File: config.mk
export PLATFORM = sky130hd
export DESIGN_NAME = sr_chain_ctrl
export DESIGN_NICKNAME = d
export VERILOG_FILES = /design/src/rtl/sr_chain_pkg.sv /design/src/rtl/sr_chain_ctrl.sv
export SDC_FILE = /design/constraint.sdc
export NUM_CORES = 1
export LEC_CHECK = 0
export BUFFER_PORTS_ARGS = -buffer_cell sky130_fd_sc_hd__buf_2
export CORE_ASPECT_RATIO = 1.25
export CORE_MARGIN = 3
export CORE_UTILIZATION = 45
export DETAILED_ROUTE_END_ITERATION = 16
export HOLD_SLACK_MARGIN = 0.12
export PLACE_DENSITY = 0.61
export RECOVER_POWER = 25
export REMOVE_ABC_BUFFERS = 1
export SLEW_MARGIN = 10
export SYNTH_ARGS = -nofsm -noshare
export SYNTH_HDL_FRONTEND = slang
export SYNTH_SLANG_ARGS = --single-unit
File: constraint.sdc
create_clock -name clk -period 5.8 [get_ports clk]
set_clock_uncertainty 0.2 [all_clocks]
set_input_delay 0.58 -clock clk [delete_from_list [all_inputs] [get_ports clk]]
set_output_delay 0.58 -clock clk [all_outputs]
set_load 0.005 [all_outputs]
File: src/rtl/sr_chain_pkg.sv
// sr_chain_pkg: shared definitions for the configuration-chain controller.
// Holds the register-window offsets, CTRL/status bit positions and the
// sequencing FSM state type used by sr_chain_ctrl.
package sr_chain_pkg;

    // Register offsets within the 256-byte window
    localparam logic [7:0] CTRL_OFF = 8'h00;
    localparam logic [7:0] BUF_OFF  = 8'h10;

    // CTRL write bits
    localparam int unsigned CTRL_START  = 0;
    localparam int unsigned CTRL_ABORT  = 1;
    localparam int unsigned CTRL_IRQ_EN = 2;
    localparam int unsigned CTRL_CLR    = 4;

    // CTRL read (status) bits; [31:16] carry CHAIN_LEN
    localparam int unsigned STAT_BUSY    = 0;
    localparam int unsigned STAT_DONE    = 1;
    localparam int unsigned STAT_IRQ_EN  = 2;
    localparam int unsigned STAT_ABORTED = 3;
    localparam int unsigned STAT_ERR     = 4;

    typedef enum logic [1:0] {
        IDLE  = 2'd0,
        SHIFT = 2'd1,
        LATCH = 2'd2
    } state_e;

endpackage

File: src/rtl/sr_chain_ctrl.sv
// sr_chain_ctrl: Wishbone-programmable sequencer for the user-area
// configuration shift register. Software fills a word buffer, writes START,
// and the block shifts CHAIN_LEN bits into the chain LSB-first while
// capturing the chain's serial output back into the buffer, then pulses a
// latch strobe and raises done (and irq when enabled).
//
// Ports:
//   clk, reset          single clock, synchronous active-high reset
//   wb_addr/valid/wen/wstrb/wdata  bus request (valid = cyc && stb)
//   rdata, ready        read data and one-cycle acknowledge
//   sc_shift, sc_din    chain shift enable and serial data into the chain
//   sc_dout             chain last-stage output (registered in the chain)
//   sc_latch            one-cycle chain update strobe
//   irq                 level interrupt: done && irq_en
module sr_chain_ctrl
    import sr_chain_pkg::*;
#(
    parameter int unsigned CHAIN_LEN = 164,
    parameter logic [31:0] BASE_ADDR = 32'h3000_0000
) (
    input  logic        clk,
    input  logic        reset,
    input  logic [31:0] wb_addr,
    input  logic        valid,
    input  logic        wen,
    input  logic [3:0]  wstrb,
    input  logic [31:0] wdata,
    output logic [31:0] rdata,
    output logic        ready,
    output logic        sc_shift,
    output logic        sc_din,
    input  logic        sc_dout,
    output logic        sc_latch,
    output logic        irq
);

    localparam int unsigned NW    = (CHAIN_LEN + 31) / 32;
    localparam int unsigned BUF_W = NW * 32;
    localparam int unsigned CNT_W = $clog2(CHAIN_LEN + 1);
    // Bits of the buffer that belong to the chain; the rest are never shifted
    localparam logic [BUF_W-1:0] CHAIN_MASK = {BUF_W{1'b1}} >> (BUF_W - CHAIN_LEN);

    state_e           state_q, state_d;
    logic [CNT_W-1:0] cnt_q, cnt_d;
    logic [BUF_W-1:0] buf_q, buf_d;
    logic             done_q, done_d;
    logic             aborted_q, aborted_d;
    logic             err_q, err_d;
    logic             irq_en_q, irq_en_d;
    logic             ready_q, ready_d;
    logic [31:0]      rdata_q, rdata_d;
    logic             sc_shift_q, sc_shift_d;
    logic             sc_din_q, sc_din_d;
    logic             sc_latch_q, sc_latch_d;

    // Address decode
    logic             hit;
    logic [7:0]       off;
    logic             ctrl_sel;
    logic [5:0]       word_sel;
    logic             buf_sel;
    logic             wr_fire;
    logic             ctrl_wr;
    logic             busy;
    logic [31:0]      ctrl_rd;
    logic [31:0]      lane_mask;
    logic [BUF_W-1:0] rd_sh;
    logic [BUF_W-1:0] wr_vec;
    logic [BUF_W-1:0] wr_msk;
    logic [BUF_W-1:0] shifted;

    assign hit       = (wb_addr[31:8] == BASE_ADDR[31:8]);
    assign off       = wb_addr[7:0];
    assign ctrl_sel  = (off == CTRL_OFF);
    assign word_sel  = off[7:2] - BUF_OFF[7:2];
    assign buf_sel   = (off[1:0] == 2'b00) && (off >= BUF_OFF) && ({26'b0, word_sel} < NW);
    // A write commits on the edge that ends its ready cycle
    assign wr_fire   = ready_q && valid && wen && hit;
    assign ctrl_wr   = wr_fire && ctrl_sel && wstrb[0];
    assign busy      = (state_q != IDLE);
    assign ctrl_rd   = {16'(CHAIN_LEN), 11'b0, err_q, aborted_q, irq_en_q, done_q, busy};
    assign lane_mask = {{8{wstrb[3]}}, {8{wstrb[2]}}, {8{wstrb[1]}}, {8{wstrb[0]}}};
    assign rd_sh     = buf_q >> {word_sel, 5'b0};
    assign wr_vec    = BUF_W'(wdata) << {word_sel, 5'b0};
    assign wr_msk    = BUF_W'(lane_mask) << {word_sel, 5'b0};
    // Chain bits move one place toward bit 0; sc_dout enters at CHAIN_LEN-1
    assign shifted   = (buf_q & ~CHAIN_MASK)
                     | ((buf_q >> 1) & (CHAIN_MASK >> 1))
                     | (BUF_W'(sc_dout) << (CHAIN_LEN - 1));

    always_comb begin
        state_d   = state_q;
        cnt_d     = cnt_q;
        buf_d     = buf_q;
        done_d    = done_q;
        aborted_d = aborted_q;
        err_d     = err_q;
        irq_en_d  = irq_en_q;
        ready_d   = valid && hit && !ready_q;
        rdata_d   = '0;

        if (ready_d && !wen) begin
            if (ctrl_sel) begin
                rdata_d = ctrl_rd;
            end else if (buf_sel) begin
                rdata_d = rd_sh[31:0];
            end
        end

        if (ctrl_wr) begin
            irq_en_d = wdata[CTRL_IRQ_EN];
            if (wdata[CTRL_CLR]) begin
                done_d    = 1'b0;
                aborted_d = 1'b0;
                err_d     = 1'b0;
            end
            if (busy && wdata[CTRL_START]) begin
                err_d = 1'b1;
            end
        end

        if (wr_fire && buf_sel) begin
            if (busy) begin
                err_d = 1'b1;
            end else begin
                buf_d = (buf_q & ~wr_msk) | (wr_vec & wr_msk);
            end
        end

        unique case (state_q)
            IDLE: begin
                if (ctrl_wr && wdata[CTRL_START]) begin
                    state_d   = SHIFT;
                    cnt_d     = CNT_W'(CHAIN_LEN);
                    done_d    = 1'b0;
                    aborted_d = 1'b0;
                end
            end
            SHIFT: begin
                // The chain shifts on this edge regardless of abort, so the
                // buffer follows it to stay aligned with the chain contents
                buf_d = shifted;
                cnt_d = cnt_q - CNT_W'(1);
                if (ctrl_wr && wdata[CTRL_ABORT]) begin
                    state_d   = IDLE;
                    aborted_d = 1'b1;
                end else if (cnt_q == CNT_W'(1)) begin
                    state_d = LATCH;
                end
            end
            LATCH: begin
                state_d = IDLE;
                if (ctrl_wr && wdata[CTRL_ABORT]) begin
                    aborted_d = 1'b1;
                end else begin
                    done_d = 1'b1;
                end
            end
            default: state_d = IDLE;
        endcase

        // Chain outputs are registered from the next state
        sc_shift_d = (state_d == SHIFT);
        sc_latch_d = (state_d == LATCH);
        sc_din_d   = (state_d == SHIFT) && buf_d[0];
    end

    always_ff @(posedge clk) begin
        if (reset) begin
            state_q    <= IDLE;
            cnt_q      <= '0;
            buf_q      <= '0;
            done_q     <= 1'b0;
            aborted_q  <= 1'b0;
            err_q      <= 1'b0;
            irq_en_q   <= 1'b0;
            ready_q    <= 1'b0;
            rdata_q    <= '0;
            sc_shift_q <= 1'b0;
            sc_din_q   <= 1'b0;
            sc_latch_q <= 1'b0;
        end else begin
            state_q    <= state_d;
            cnt_q      <= cnt_d;
            buf_q      <= buf_d;
            done_q     <= done_d;
            aborted_q  <= aborted_d;
            err_q      <= err_d;
            irq_en_q   <= irq_en_d;
            ready_q    <= ready_d;
            rdata_q    <= rdata_d;
            sc_shift_q <= sc_shift_d;
            sc_din_q   <= sc_din_d;
            sc_latch_q <= sc_latch_d;
        end
    end

    assign ready    = ready_q;
    assign rdata    = rdata_q;
    assign sc_shift = sc_shift_q;
    assign sc_din   = sc_din_q;
    assign sc_latch = sc_latch_q;
    assign irq      = done_q && irq_en_q;

endmodule

==> metrics.txt <==
TritonCTS buffer count 27; R2R Path End buf_q[18]; fraction of final layout cells sized beyond drive strength 1 16.77%; die area 30770 um2; IR drop worst, VDD 188.8 uV; biggest cell delay along the critical path 1.03 ns; Total Negative Setup Slacks 0 ns; DR DRC count 0; post-synthesis sequential area ratio 37.52%; Cell Area, Synth 12910 um2; number of enable-type register cells in the synthesized netlist 0; final max-slew violation count 20; clock slew seen by the registers of the worst setup and hold paths 0.06 ns; final critical path time including I/O delays and setup 4.479 ns; startpoint types input port; final clock period utilization by the worst path 77.23%; Min-Delay Path Class input port to flop; post-DR vias/cell 6.492; post-cts sizing count 0; area growth from synthesis to layout 10.47%; count of pins on the block boundary 110; Die Ht 195.4 um; Most used DFF post-synth sky130_fd_sc_hd__dfxtp_1; critical register-to-register path startpoint state_q[1]; required time of the critical path 5.99 ns; Crit path buffers/inverters 2; clock tree root buffer cell sky130_fd_sc_hd__clkbuf_16; r2r setup slk 2.03 ns; crit path cell chain clkbuf_1 -> inv_1 -> ha_1 -> nor3b_1 -> nand4_4 -> a2111oi_4 -> nor3_1 -> a2111oi_0; Synth async-reset ratio 0%; ANT nets after route 0; via count of the first global-routing pass 11450; final count of hold timing violations 0; run status complete, but fails checks; worst setup path start wb_addr[4]; TritonRoute pass-1 iters 6; Synth warnings 0; leakage power figure 4.842 nW; Detailed Route WL 42080 um; violated checks max-capacitance violations, max-slew violations; Total GRT Usage 26.49%; routability cong. 0.8889; synthesized instance count 1445; wire length of the first global-routing pass 65570 um; global route overflow 0; number of cells on the worst reg-to-reg path 7; Yosys cell types 72; net count of the finished layout 1547; Worst Tran Pin Value 1.510 ns; number of gates on the worst path with buffers counted 8; maximum root-to-sink buffer count 3; synthesized area divided by synthesized cell count 8.935 um2; post-CTS setup buffer count 0; critical path start-end classification input port to flop; Floorplan Core Area 27910 um2; Routed WL per cell 22.92 um; pin count of the biggest net entering global routing 86; Port-buffer cells 109; critical path data arrival time 4.67 ns; Max Clock Freq 223.3 MHz; Finished Core Util 51.11%; Hold-fix buffers, CTS 0; critical path's slowest cell sky130_fd_sc_hd__a2111oi_4; Maximum Capacitance Violations 1; vias 11920; RSZ-0062 raised after global routing false; die boundary width 157.5 um; initial DRC count 836; family of cells with the greatest summed delay on the critical path simple AND/OR/NAND/NOR gates; Max FO, Critical Path 18; clock latency at the later pin of the worst-skew pair 0.53 ns; ratio of total power to cell area 246.1 nW/um2; initial antenna violation count 1; final number of setup-violating endpoints 0; Sink Count 242; end point of the critical path buf_q[38]; TritonCTS clock tree built; post-DP HPWL 27030 um; post-synthesis sequential element count 242; Starting Density 46.27%; Rel. slew slack -0.9308%; # rows 68; critical path endpoint category flop; Power Total 3.510 mW; Max H-tree Level 1
-- through the flow --
step           setup WS (ns)  instance area, um2  hold slack [ns]  instances
5_1_grt               0.9665               14260           0.1358       1836
4_1_cts                1.976               14330           0.1259       1835
2_1_floorplan         -2.461               12370           0.2223       1312
3_5_place_dp           1.436               13490           0.2433       1786
6_report               1.321               14260           0.1318       1836
3_3_place_gp           1.370               13490           0.2349       1786
-- worst register-to-register path: cells and delay by family (launching register included) --
family	cells	cell delay, ns
adders and majority gates	1	0.43
and+or+nand+nor	3	1.30
AOI/OAI and AO/OA	2	1.26
DFF	1	0.32
buffers and inverters	1	0.14
-- cells in the mapped netlist, drive strengths merged (4+ instances only) --
master     n  area share (%)
dfxtp    242              38
nand2    132             3.8
nor2     127             3.7
clkbuf   102             3.0
o21ai     97             3.8
a21oi     93             3.6
nor3      62             2.5
a211oi    42             2.5
inv       42             1.2
nand3     41             1.7
a221o     37             2.9
mux2i     37             2.9
a2111oi   36             4.9
and3      35             1.7
mux4      32             5.6
buf       31             1.3
a221oi    30             2.0
a31oi     30             1.5
a22oi     24             1.4
or4       22             1.3
mux2      18             1.6
nand4     18             1.2
nor4      15             1.5
a311oi    10            0.68
ha         9            0.87
or3        8            0.39
o2111ai    6            0.46
and4       5            0.34
nand3b     5            0.29
a22o       4            0.27
and2       4            0.19
nor2b      4            0.19
-- sequential cells by signal, indices dropped and copies added, names as in the netlist --
name	count
sc_latch	1
state_q	2
err_q	1
cnt_q	8
aborted_q	1
sc_shift	1
ready	1
rdata	32
done_q	1
buf_q	192
sc_din	1
irq_en_q	1
-- area by class of cell --
type	count	area [um2]
Antenna cell	1	2.502
Clock buffer	39	770.7
Clock inverter	10	61.31
Fill cell	2710	13640
Inverter	43	163.9
Multi-Input combinational cell	1027	7345
Sequential cell	242	4845
Tap cell	350	437.9
Timing Repair Buffer	124	636.9
-- cell usage in the layout, fill, tap and decap left out, types with 41 or more instances in the layout --
cell	count
sky130_fd_sc_hd__nor3_1	60
sky130_fd_sc_hd__nand3_1	41
sky130_fd_sc_hd__inv_1	42
sky130_fd_sc_hd__a21oi_1	93
sky130_fd_sc_hd__buf_2	86
sky130_fd_sc_hd__a211oi_1	41
sky130_fd_sc_hd__dfxtp_1	242
sky130_fd_sc_hd__nand2_1	132
sky130_fd_sc_hd__nor2_1	125
sky130_fd_sc_hd__o21ai_0	96
-- logic make-up after synthesis --
| logic type | Yosys count | synth area share (%) |
|---|---|---|
| and+or+nand+nor | 493 | 20.09 |
| muxes | 87 | 10.02 |
| adders and majority gates | 9 | 0.8722 |
| buffers and inverters | 176 | 5.475 |
| DFF | 242 | 37.52 |
| AOI/OAI and AO/OA | 438 | 26.02 |
-- power by group --
| part | switching [mW] | internal, mW | total (mW) |
|---|---|---|---|
| combinational | 0.155 | 0.0552 | 0.210 |
| sequential | 0.000000000777 | 1.66 | 1.66 |
| clock | 0.715 | 0.923 | 1.64 |
-- metal layers --
layer  wire, um  vias to the layer above  part of all wire [%]  global-route usage, %
met1      17550                     5858                    42                  35.11
met3       2278                      100                   5.4                  3.081
met2      20700                      422                    49                  44.06
met4       1549                        0                   3.7                  10.26
li1           -                     5540                     -                      -
met5          0                        -                     0                      0
-- how the worst min path moves through the flow --
stage | cells after the start | to | from | slack (ns)
5_1_grt | 2 | buf_q[163] | sc_dout | 0.14
3_5_place_dp | 2 | buf_q[187] | buf_q[187] | 0.24
3_3_place_gp | 2 | buf_q[175] | buf_q[175] | 0.23
4_1_cts | 2 | buf_q[119] | wdata[23] | 0.13
6_report | 2 | buf_q[163] | sc_dout | 0.13
2_1_floorplan | 2 | buf_q[165] | buf_q[165] | 0.22
(Power assumes the default switching activity.)
